[src/rtl/bk_cfg_sequencer.sv]
// Table-driven sequencer for the BK register-config port: replays preloaded (index, value) pairs with ack supervision.
// Optional abort input and sticky err_abort flag are enabled by defining BK_CFG_ABORT_EN.
module bk_cfg_sequencer #(
  parameter int ENTRY_NUM   = 16,
  parameter int ADDR_W      = 4,
  parameter int SETUP_CYC   = 4,
  parameter int GAP_CYC     = 8,
  parameter int TIMEOUT_CYC = 50000,
  parameter int ACK_BIT     = 0
) (
  input  logic              clk,
  input  logic              rst,
  input  logic              ap_start,
`ifdef BK_CFG_ABORT_EN
  input  logic              ap_abort,
  output logic              err_abort,
`endif
  output logic              ap_idle,
  output logic              ap_done,
  output logic              err_timeout,
  input  logic              tbl_wr_en,
  input  logic [ADDR_W-1:0] tbl_wr_addr,
  input  logic [31:0]       tbl_wr_index,
  input  logic [31:0]       tbl_wr_value,
  input  logic [ADDR_W:0]   entry_cnt,
  output logic [ADDR_W:0]   cur_entry,
  output logic              BkpCfg_Ready_o,
  output logic [31:0]       BkpCfg_DataIndex_o,
  output logic [31:0]       BkpCfg_DataValue_o,
  input  logic [31:0]       BK_Status_i,
  output logic [31:0]       last_status_o,
  output logic [2:0]        dbg_state_o
);

  localparam logic [2:0] ST_IDLE    = 3'd0;
  localparam logic [2:0] ST_LOAD    = 3'd1;
  localparam logic [2:0] ST_SETUP   = 3'd2;
  localparam logic [2:0] ST_ASSERT  = 3'd3;
  localparam logic [2:0] ST_RELEASE = 3'd4;
  localparam logic [2:0] ST_GAP     = 3'd5;
  localparam logic [2:0] ST_DONE    = 3'd6;

  localparam logic [7:0]      SETUP_LAST = 8'(SETUP_CYC - 1);
  localparam logic [7:0]      GAP_LAST   = 8'(GAP_CYC - 1);
  localparam logic [31:0]     TO_LAST    = 32'(TIMEOUT_CYC - 1);
  localparam logic [ADDR_W:0] ENTRY_MAX  = (ADDR_W+1)'(ENTRY_NUM);

  logic [63:0]       tbl_q [ENTRY_NUM];
  logic [2:0]        state_q, state_d;
  logic [7:0]        cnt_q, cnt_d;
  logic [31:0]       wait_q, wait_d;
  logic [ADDR_W-1:0] ptr_q, ptr_d;
  logic [ADDR_W:0]   n_q, n_d;
  logic [ADDR_W:0]   cur_q, cur_d;
  logic              ready_q, ready_d;
  logic [31:0]       idx_q, idx_d;
  logic [31:0]       val_q, val_d;
  logic [31:0]       last_q, last_d;
  logic              err_q, err_d;
  logic              done_q, done_d;
  logic              abort_err_q, abort_err_d;
  logic              start_ok;
  logic              ack;
  logic [63:0]       tbl_rd;
  logic [ADDR_W:0]   n_clamp;
  logic [ADDR_W:0]   cur_inc;

  // ap_done is registered from DONE, so the block reports busy until the pulse has been seen.
  assign ap_idle  = (state_q == ST_IDLE) && !done_q;
  assign start_ok = ap_start && ap_idle;
  assign ack      = BK_Status_i[ACK_BIT];
  assign tbl_rd   = tbl_q[ptr_q];
  assign n_clamp  = (entry_cnt > ENTRY_MAX) ? ENTRY_MAX : entry_cnt;
  assign cur_inc  = cur_q + 1'b1;

  always_ff @(posedge clk) begin
    if (tbl_wr_en && ap_idle) begin
      tbl_q[tbl_wr_addr] <= {tbl_wr_index, tbl_wr_value};
    end
  end

  // Handshake: Ready rises only after SETUP_CYC stable data cycles, falls on the cycle the
  // ack level is seen high, and the next entry waits until the ack level has dropped again.
  always_comb begin
    state_d     = state_q;
    cnt_d       = cnt_q;
    wait_d      = wait_q;
    ptr_d       = ptr_q;
    n_d         = n_q;
    cur_d       = cur_q;
    ready_d     = ready_q;
    idx_d       = idx_q;
    val_d       = val_q;
    last_d      = last_q;
    err_d       = err_q;
    done_d      = 1'b0;
    abort_err_d = abort_err_q;
    case (state_q)
      ST_IDLE: begin
        if (start_ok) begin
          n_d         = n_clamp;
          err_d       = 1'b0;
          abort_err_d = 1'b0;
          ptr_d       = '0;
          cur_d       = '0;
          state_d     = (n_clamp == '0) ? ST_DONE : ST_LOAD;
        end
      end
      ST_LOAD: begin
        idx_d   = tbl_rd[63:32];
        val_d   = tbl_rd[31:0];
        cnt_d   = '0;
        state_d = ST_SETUP;
      end
      ST_SETUP: begin
        if (cnt_q == SETUP_LAST) begin
          ready_d = 1'b1;
          wait_d  = '0;
          state_d = ST_ASSERT;
        end else begin
          cnt_d = cnt_q + 8'd1;
        end
      end
      ST_ASSERT: begin
        if (ack) begin
          last_d  = BK_Status_i;
          ready_d = 1'b0;
          wait_d  = '0;
          state_d = ST_RELEASE;
        end else if (wait_q == TO_LAST) begin
          err_d   = 1'b1;
          ready_d = 1'b0;
          state_d = ST_DONE;
        end else begin
          wait_d = wait_q + 32'd1;
        end
      end
      ST_RELEASE: begin
        if (!ack) begin
          cur_d   = cur_inc;
          ptr_d   = ptr_q + 1'b1;
          cnt_d   = '0;
          state_d = (cur_inc == n_q) ? ST_DONE : ST_GAP;
        end else if (wait_q == TO_LAST) begin
          err_d   = 1'b1;
          state_d = ST_DONE;
        end else begin
          wait_d = wait_q + 32'd1;
        end
      end
      ST_GAP: begin
        if (cnt_q == GAP_LAST) begin
          state_d = ST_LOAD;
        end else begin
          cnt_d = cnt_q + 8'd1;
        end
      end
      ST_DONE: begin
        done_d  = 1'b1;
        state_d = ST_IDLE;
      end
      default: state_d = ST_IDLE;
    endcase
`ifdef BK_CFG_ABORT_EN
    // Abort overrides any ack or timeout outcome computed above for this cycle.
    if (ap_abort && (state_q != ST_IDLE) && (state_q != ST_DONE)) begin
      ready_d     = 1'b0;
      state_d     = ST_DONE;
      abort_err_d = 1'b1;
      cur_d       = cur_q;
      ptr_d       = ptr_q;
      last_d      = last_q;
      err_d       = err_q;
    end
`endif
  end

  always_ff @(posedge clk) begin
    if (rst) begin
      state_q     <= ST_IDLE;
      cnt_q       <= '0;
      wait_q      <= '0;
      ptr_q       <= '0;
      n_q         <= '0;
      cur_q       <= '0;
      ready_q     <= 1'b0;
      idx_q       <= '0;
      val_q       <= '0;
      last_q      <= '0;
      err_q       <= 1'b0;
      done_q      <= 1'b0;
      abort_err_q <= 1'b0;
    end else begin
      state_q     <= state_d;
      cnt_q       <= cnt_d;
      wait_q      <= wait_d;
      ptr_q       <= ptr_d;
      n_q         <= n_d;
      cur_q       <= cur_d;
      ready_q     <= ready_d;
      idx_q       <= idx_d;
      val_q       <= val_d;
      last_q      <= last_d;
      err_q       <= err_d;
      done_q      <= done_d;
      abort_err_q <= abort_err_d;
    end
  end

  assign ap_done            = done_q;
  assign err_timeout        = err_q;
  assign cur_entry          = cur_q;
  assign BkpCfg_Ready_o     = ready_q;
  assign BkpCfg_DataIndex_o = idx_q;
  assign BkpCfg_DataValue_o = val_q;
  assign last_status_o      = last_q;
  assign dbg_state_o        = state_q;
`ifdef BK_CFG_ABORT_EN
  assign err_abort = abort_err_q;
`else
  logic unused_abort;
  assign unused_abort = abort_err_q;
`endif

endmodule

[config.mk]
export PLATFORM = sky130hd
export DESIGN_NAME = bk_cfg_sequencer
export DESIGN_NICKNAME = d
export VERILOG_FILES = /design/src/rtl/bk_cfg_sequencer.sv
export SDC_FILE = /design/constraint.sdc
export NUM_CORES = 1
export LEC_CHECK = 0
export ABC_AREA = 1
export BUFFER_PORTS_ARGS = -buffer_cell sky130_fd_sc_hd__buf_2
export CORE_MARGIN = 2
export CORE_UTILIZATION = 45
export CTS_CLUSTER_SIZE = 28
export DETAILED_ROUTE_END_ITERATION = 7
export PLACE_DENSITY = 0.65
export SYNTH_ARGS = -nofsm -noshare
export SYNTH_HDL_FRONTEND = slang
export SYNTH_SLANG_ARGS = --single-unit
export TNS_END_PERCENT = 10
[constraint.sdc]
create_clock -name clk -period 4.6 [get_ports clk]
set_input_delay 0.46 -clock clk [delete_from_list [all_inputs] [get_ports clk]]
set_output_delay 0.46 -clock clk [all_outputs]
set_load 0.05 [all_outputs]
* Word level (Yosys, flattened, before mapping)
Memories as Yosys holds them, arrays and structs flattened. A register that Yosys moved wholly into a read port is not among the register bits.
Cells that the tools add are included.
** Operators by class
- Reductions and logical operators :: 19
- Magnitude comparators :: 1
- Eq/ne operators :: 19
- Add/sub/neg operators :: 4
- Multiplexer cells :: 37
** Operators by type and width (count)
- 32-bit 2-to-1 mux :: 4
- 32-bit one-hot mux with 3 select lines :: 1
- 32-bit by 1-bit adder with 32-bit output, second input constant :: 1
- 32-bit by 16-bit == test with 1-bit output, second input constant :: 1
- 8-bit one-hot mux with 4 select lines :: 1
- 8-bit 2-to-1 mux :: 3
- 3-bit 2-to-1 mux :: 7
- 3-bit one-hot mux with 6 select lines :: 1
- 2-bit != test, second input constant :: 8
- 5-bit 2-to-1 mux :: 3
- 3-bit AND reduction :: 4
- 1-bit 2-to-1 mux :: 10
- 5-bit one-hot mux with 2 select lines :: 1
- 3-bit == test, second input constant :: 3
- 8-bit by 1-bit adder with 8-bit output, second input constant :: 1
- 8-bit by 2-bit == test with 1-bit output, second input constant :: 1
- 8-bit by 3-bit == test with 1-bit output, second input constant :: 1
- 4-bit 2-to-1 mux :: 2
- 4-bit one-hot mux with 2 select lines :: 1
- 4-bit AND reduction :: 2
- 3-bit by 2-bit == test with 1-bit output, second input constant :: 2
- 3-bit nonzero test :: 2
- 5-bit by 1-bit adder with 5-bit output, second input constant :: 1
- 5-bit == test :: 1
- other kinds (14) :: 18
** Word-level totals
- Register bits after elaboration :: 92
- Bits in writable memories :: 1024
- Output and inout bits :: 108
- Memories kept :: 1
** Memories
- tbl_q :: words 16, width 64, read ports 1, clocked after memory_dff 1, wr ports 1, RTL line 48 : logic [63:0] tbl_q [ENTRY_NUM];

* Logic depth before layout (Yosys ltp)
Gate-level depths: netlist of the first run.
- Depth after elaboration :: 6
- Mapped depth :: 14
- Depth with buffers taken out :: 13

* Least setup slack after synthesis of the first run
OpenSTA, ideal clock, no wires.
- Kind :: register -> register
- Start point :: register state_q[0], in the netlist dbg_state_o[0]
- End point :: memory tbl_q[10][0] (enable)
- Required time :: 4.113 ns
- Cell stages (with the launch flop) :: 7
- Library setup time :: 0.487 ns
- Data arrival time :: 4.117 ns
- Path slack :: -0.003 ns
- Clock period less this slack :: 4.603 ns
- Cell sequence :: dfxtp_1 > buf_6 > nor2_1 > nand2_1 > nor3b_1 > nand3_1 > nor2_1
** On the way
- Word-level cells in the longest chain between the ends :: 5
** RTL lines
- start, declared :: RTL line 49 : logic [2:0] state_q, state_d;
- start signal, assigned :: RTL line 194 : state_q <= state_d;
- 3-bit zero test :: RTL line 69 : assign ap_idle = (state_q == ST_IDLE) && !done_q;
- 1-bit logical AND :: RTL line 69
- 1-bit logical AND :: RTL line 77 : if (tbl_wr_en && ap_idle) begin
- 1-bit 2-to-1 mux :: RTL line 77
- 1-bit 2-to-1 mux (implied by the code) :: RTL line 78 : tbl_q[tbl_wr_addr] <= {tbl_wr_index, tbl_wr_value};
- end, declared :: RTL line 48
No other way between the ends.

* Worst setup path after layout of the first run
- Start point :: register state_q[0], in the netlist dbg_state_o[0]
- End point :: memory tbl_q[15][52] (enable)
The elaborated chain is that of the path after synthesis.

==> metrics.txt, run 1 <==
Avg Vias per Cell 5.55; cell area after synthesis 47000 µm²; peak supply drop 0.404 mV; Top Usage Layer GRT met2; Min Clock Period, post-route 3.51 ns; status completed; Post-DP HPWL 61.6 mm; commonest non-fill, non-tap cell in the layout edfxtp_1; initial antenna violation count 12; Setup CP Type register to register; initial cell density of the core 45.4%; DR vias 30600; synthesized instance count 3908; HP Start entry_cnt[2]; pwr dens 540 nW/µm²; Pre-Repair DR Iteration Count 6; slew at the pin closest to its max-slew limit 1.15 ns; vias in the first global route 29200; Die Area 107000 µm²; Distinct cells, synth 41; global route overflow 0; Final ANT Viol Nets 0; Initial DRC Count 3284; critical path arrival 3.85 ns; cell type with the highest aggregate area in the netlist edfxtp_1; port buffer count 216; Layout Nets 4158; main area contributors after synthesis edfxtp_1, dfxtp_1, nor2_1, o21ai_0, o211ai_1; Fill cells 8730; worst skew pair latency 0.70 ns; M3 GR Usage 3.32%; worst r2r src dbg_state_o[0]; largest net degree at the start of global routing 255; crit start category register; Post-Route WL 117 mm; Finished Cell Area 53400 µm²; Hold EP n_q[2]; max-slew violations 0; CTS resizes 0; Setup TNS Final 0 ns; # IOs 217; met2 Track Usage GR 35.5%; M1 GR Usage 28.8%; CTS H-tree depth 3; Max FO, Critical Path 50; Remaining DRCs 0; Required @ worst endpoint 4.94 ns; maximum buffer depth of the clock tree 3; post-synthesis register bit count 1180; DR WL/cell 21.1 µm; R2R cell count 6; share of cells above drive strength 1 11.7%; endpoints failing setup 0; FMAX 285 MHz; Worst Clk Skew 0.0286 ns; Final Hold Fails 0; clk slew on worst S/H paths 0.06 ns; Vert. Die Dim 327 µm; worst rel slew slack 23.4%; Layout Utilization 51.6%; area of the core 103000 µm²; yosys warns 0; Max-Cap Viols 0; most frequent cells in the layout edfxtp_1, nor2_1, o21ai_0; Final WS setup 1.09 ns; root buf cell clkbuf_16; Post-DP Area 49600 µm²; sequential fraction of the synthesis area 72.1%; RePlAce Congestion 0.829; first-pass GRT wire length 176 mm; Pwr Total 28.8 mW; Rows 118; gr usage total 21.2%; worst reg2reg path endpoint tbl_q[15][52]; Static Leak 18.0 nW; TritonCTS Sinks 1180; worst reg2reg setup slack 1.09 ns; Num CTS Buffers 116; hold depth 3; Worst Hold Class input pin to register; Synth top area share 65.5%; syn_area_per_cell 12.0 µm²; area growth from synthesis to layout 13.6%; Crit. End Element register; WHS 0.0523 ns; pre-CTS setup slack 1.14 ns; CTS tree done; Post-Layout Cell Count 5524; period utilisation layout 76.2%; Die W 327 µm; dpl cells 5304; RSZ-0062 raised after global routing false; syn_nets 4021
synth_stat cells (all sizes together):
cell type	number
ha	4
a21oi	135
a211oi	4
buf	104
nand3	248
dfxtp	156
clkinv	1
inv	241
o31ai	1
or2	4
nand3b	1
xor2	7
nor3b	2
o21a	1
o211ai	320
clkbuf	152
xnor2	2
nand4	16
o21ai	572
a31oi	3
o211a	1
nor3	20
nand2	140
nor2	747
edfxtp	1024
a22oi	1
nor4	1
cell type report:
cell class / count / area [µm²] / area share (%)
antenna: 4 / 10.0 / 0.0188
clock inverter: 57 / 568 / 1.06
multi-input combinational: 2230 / 11200 / 21.0
timing repair buffer: 275 / 1890 / 3.55
sequential: 1180 / 33900 / 63.5
inverter: 242 / 935 / 1.75
tap: 1380 / 1730 / 3.24
clock buffer: 156 / 3160 / 5.92
registers in the layout, indices dropped and copies added, names as in the netlist:
name                flops
ap_done                 1
n_q                     5
tbl_q                1024
cur_entry               5
ptr_q                   4
err_timeout             1
BkpCfg_DataIndex_o     32
last_status_o          32
cnt_q                   8
BkpCfg_DataValue_o     32
wait_q                 32
dbg_state_o             3
BkpCfg_Ready_o          1
cells by family after synthesis:
family / after synthesis / share of synthesized area (%)
flops: 1180 / 72.1
simple gates: 1179 / 10.4
buf+inv: 498 / 4.33
compound gates: 1038 / 12.8
fa+ha+maj: 4 / 0.107
xor+xnor: 9 / 0.168
where the power goes:
group / switching (mW) / total, mW / internal [mW]
Clock: 3.97 / 9.33 / 5.36
Combinational: 5.08 / 6.98 / 1.90
Sequential: 0.344 / 12.5 / 12.2
Total: 9.39 / 28.8 / 19.4
critical path, cell delays in order (launching register included):
cell and delay, ns:
dfxtp_1 0.41, nor2_1 0.15, nand2_1 0.12, nor3b_1 0.82, nand3_1 0.60, nor2_4 0.62
buf_12 0.40
worst max path at each step:
stage                   start             to  slack [ns]  cells after the start
3_5_place_dp   dbg_state_o[0]  tbl_q[15][44]        1.14                      6
6_report       dbg_state_o[0]  tbl_q[15][52]        1.09                      6
4_1_cts        dbg_state_o[0]  tbl_q[15][52]        1.12                      6
2_1_floorplan  dbg_state_o[0]   tbl_q[10][0]      -0.003                      6
3_3_place_gp   dbg_state_o[0]  tbl_q[15][44]        1.12                      6
5_1_grt        dbg_state_o[0]  tbl_q[15][48]        0.84                      6
what timing repair did:
item / 4_1_cts / 5_1_grt
setup buffers: 0 / 0
hold buffers: 3 / 0
endpoints found under the hold margin: 3 / 0
layer usage:
metal	vias up	share of wire (%)
li1	14400	-
met1	15000	43
met2	979	48
met3	196	6.1
met4	10	2.7
met5	-	0.056
No activity file was read; power rests on OpenSTA's default activity.
==> run 2, diff against run 1 <==
--- a/config.mk
+++ b/config.mk
@@ -11,7 +11,7 @@
 export CORE_UTILIZATION = 45
 export CTS_CLUSTER_SIZE = 28
 export DETAILED_ROUTE_END_ITERATION = 7
-export PLACE_DENSITY = 0.65
+export PLACE_DENSITY = 0.62
 export SYNTH_ARGS = -nofsm -noshare
 export SYNTH_HDL_FRONTEND = slang
 export SYNTH_SLANG_ARGS = --single-unit
==> constraint.sdc (replaced) <==
create_clock -name clk -period 3.4 [get_ports clk]
set_input_delay 0.34 -clock clk [delete_from_list [all_inputs] [get_ports clk]]
set_output_delay 0.34 -clock clk [all_outputs]
set_load 0.05 [all_outputs]
==> metrics.txt, run 2 (same netlist as run 1, synthesis figures left out) <==
FMAX 344 MHz (was 285 MHz); area of the core 103000 µm² (unchanged); Crit. End Element register (unchanged); DR WL/cell 21.0 µm (was 21.1 µm); Static Leak 18.5 nW (was 18.0 nW); max FFs per register 1024 (unchanged); Setup TNS Final 0 ns (unchanged); Pre-Repair DR Iteration Count 6 (unchanged); uppermost layer routed met5 (unchanged); HP Start tbl_wr_value[4] (was entry_cnt[2]); Internal Power 26.6 mW (was 19.4 mW); DR vias 31000 (was 30600); Post-DP Area 49900 µm² (was 49600 µm²); clk slew on worst S/H paths 0.06 ns (about the same); P_sw 12.9 mW (was 9.39 mW); Min Clock Period, post-route 2.90 ns (was 3.51 ns); peak supply drop 0.478 mV (was 0.404 mV); Worst Clk Skew 0.0226 ns (was 0.0286 ns); crit-path most repeated cell buf_4; Finished Cell Area 54300 µm² (was 53400 µm²); CTS resizes 0 (unchanged); worst r2r src dbg_state_o[2] (was dbg_state_o[0]); Max-Cap Viols 0 (unchanged); Rows 118 (unchanged); hold depth 1 (was 3); largest net degree at the start of global routing 130 (was 255); pre-CTS setup slack 0.594 ns (was 1.14 ns); Die W 327 µm (unchanged); Final Hold Fails 0 (unchanged); Avg Vias per Cell 5.52 (was 5.55); # IOs 217 (unchanged); Die Area 107000 µm² (unchanged); Max stage delay on crit path 0.58 ns (was 0.82 ns); Required @ worst endpoint 3.73 ns (was 4.94 ns); hold_buf cts 63 (was 3); maximum buffer depth of the clock tree 3 (unchanged); area growth from synthesis to layout 15.7% (was 13.6%); worst skew pair latency 0.71 ns (was 0.70 ns); pwr dens 727 nW/µm² (was 540 nW/µm²); TritonCTS Sinks 1180 (unchanged); CP startpoint dbg_state_o[2] (was dbg_state_o[0]); root buf cell clkbuf_16 (unchanged); gr usage total 21.5% (was 21.2%); met3 WL 7.21 mm (was 7.14 mm); port buffer count 216 (unchanged); Hold EP tbl_q[13][4] (was n_q[2]); Final ANT Viol Nets 0 (unchanged); critical path arrival 3.23 ns (was 3.85 ns); Final WS setup 0.495 ns (was 1.09 ns); Max FO, Critical Path 30 (was 50); slowest cell on the critical path nor3b_1 (unchanged); sequential power share 43.0% (was 43.4%); most frequent cells in the layout edfxtp_1, nor2_1, o21ai_0 (unchanged); share of cells above drive strength 1 12.4% (was 11.7%); crit start category register (unchanged); max-slew violations 0 (unchanged); Worst Hold Class input pin to register (unchanged); Post-Route WL 118 mm (was 117 mm); worst reg2reg path endpoint tbl_q[10][23] (was tbl_q[15][52]); global route overflow 0 (unchanged); status completed (unchanged); Post-Layout Cell Count 5622 (was 5524); commonest non-fill, non-tap cell in the layout edfxtp_1 (unchanged); post-CTS setup buffer count 0 (unchanged); initial antenna violation count 5 (was 12); endpoints failing setup 0 (unchanged); CTS tree done (unchanged); area occupied by registers 33900 µm² (unchanged); Combinational Power Share 24.7% (was 24.2%); slew at the pin closest to its max-slew limit 0.851 ns (was 1.15 ns); dpl cells 5330 (was 5304); Sw Ratio 32.7% (was 32.6%); Setup CP Type register to register (unchanged); met1 WL 52.1 mm (was 49.7 mm); Num CTS Buffers 119 (was 116); Clock Power Share 32.3% (was 32.4%); first-pass GRT wire length 178 mm (was 176 mm); RePlAce Congestion 0.831 (was 0.829); initial cell density of the core 45.4% (unchanged); area of the multi-input gates 11200 µm² (unchanged); Post-DP HPWL 62.7 mm (was 61.6 mm); Initial DRC Count 2897 (was 3284); Remaining DRCs 0 (unchanged); CTS H-tree depth 3 (unchanged); Pwr Total 39.5 mW (was 28.8 mW); worst reg2reg setup slack 0.50 ns (was 1.09 ns); Layout Nets 4247 (was 4158); vias in the first global route 29300 (was 29200); CP Cell Sequence inv_2 -> nand2_1 -> nor3b_1 -> buf_4 -> nand3_1 -> nor2_4 -> buf_4 (was nor2_1 -> nand2_1 -> nor3b_1 -> nand3_1 -> nor2_4 -> buf_12); Vert. Die Dim 327 µm (unchanged); RSZ-0062 raised after global routing false (unchanged); register name with the most flops tbl_q (unchanged); period utilisation layout 85.4% (was 76.2%); R2R cell count 7 (was 6); worst rel slew slack 43.3% (was 23.4%); Fill cells 8627 (was 8730); met2 wire len 55.5 mm (was 56.5 mm)
-- run 2: cell count changes in the layout (fill, tap and decap cells not counted), moves of 2 or more --
cell	delta
clkinv_1	-10
clkbuf_16	+4
clkbuf_2	-2
clkbuf_1	+8
buf_12	+5
clkinv_2	+10
bufinv_16	-4
buf_4	+21
clkinvlp_4	+2
inv_6	-2
clkbuf_8	+7
dlygate4sd3_1	+60
-- run 2: critical path, delay by kind of cell (launching register included) --
family	cells	cell delay (ns)
buffers and inverters	3	0.88
flip-flops	1	0.40
AND/OR/NAND/NOR	4	1.23
-- run 2: layout make-up --
type                    instances  share of cell area [%]
well taps                    1380                    3.18
flip-flops and latches       1180                    62.4
diodes                          3                  0.0138
repair buffers                361                    5.07
clock buffers                 173                    6.21
clock inverters                53                   0.864
multi-input cells            2230                    20.6
inverters                     242                    1.72
-- run 2: metal layers --
layer  vias to the layer above  global-route usage, %
li1                      14600                      -
met1                     15300                   30.1
met2                       960                   35.1
met3                       192                   3.44
met4                         6                   5.89
met5                         -                      0
-- run 2: worst max-delay path by stage --
stage                    end  slack, ns  depth (start not counted)
4_1_cts        tbl_q[10][28]       0.58                          7
6_report       tbl_q[10][23]       0.50                          7
3_5_place_dp   tbl_q[10][32]       0.59                          7
5_1_grt        tbl_q[10][23]       0.40                          7
3_3_place_gp   tbl_q[10][33]       0.62                          7
2_1_floorplan   tbl_q[12][0]      -0.20                          6
-- run 2: power by group through the flow --
stage	logic, mW	clock network, mW	registers [mW]
floorplan	5.74	0	18.3
global placement	9.59	0	17.3
detailed placement	9.68	0	17.3
CTS	9.78	13.0	17.0
global route	10.8	13.5	17.1
finish	9.74	12.8	17.0
-- run 2: through the flow --
step           util, %  hold WS, ns
3_3_place_gp      48.2        0.430
4_1_cts           52.5     0.000909
3_5_place_dp      48.2        0.434
2_1_floorplan        -        0.439
5_1_grt           52.5       0.0199
6_report          52.5       0.0410
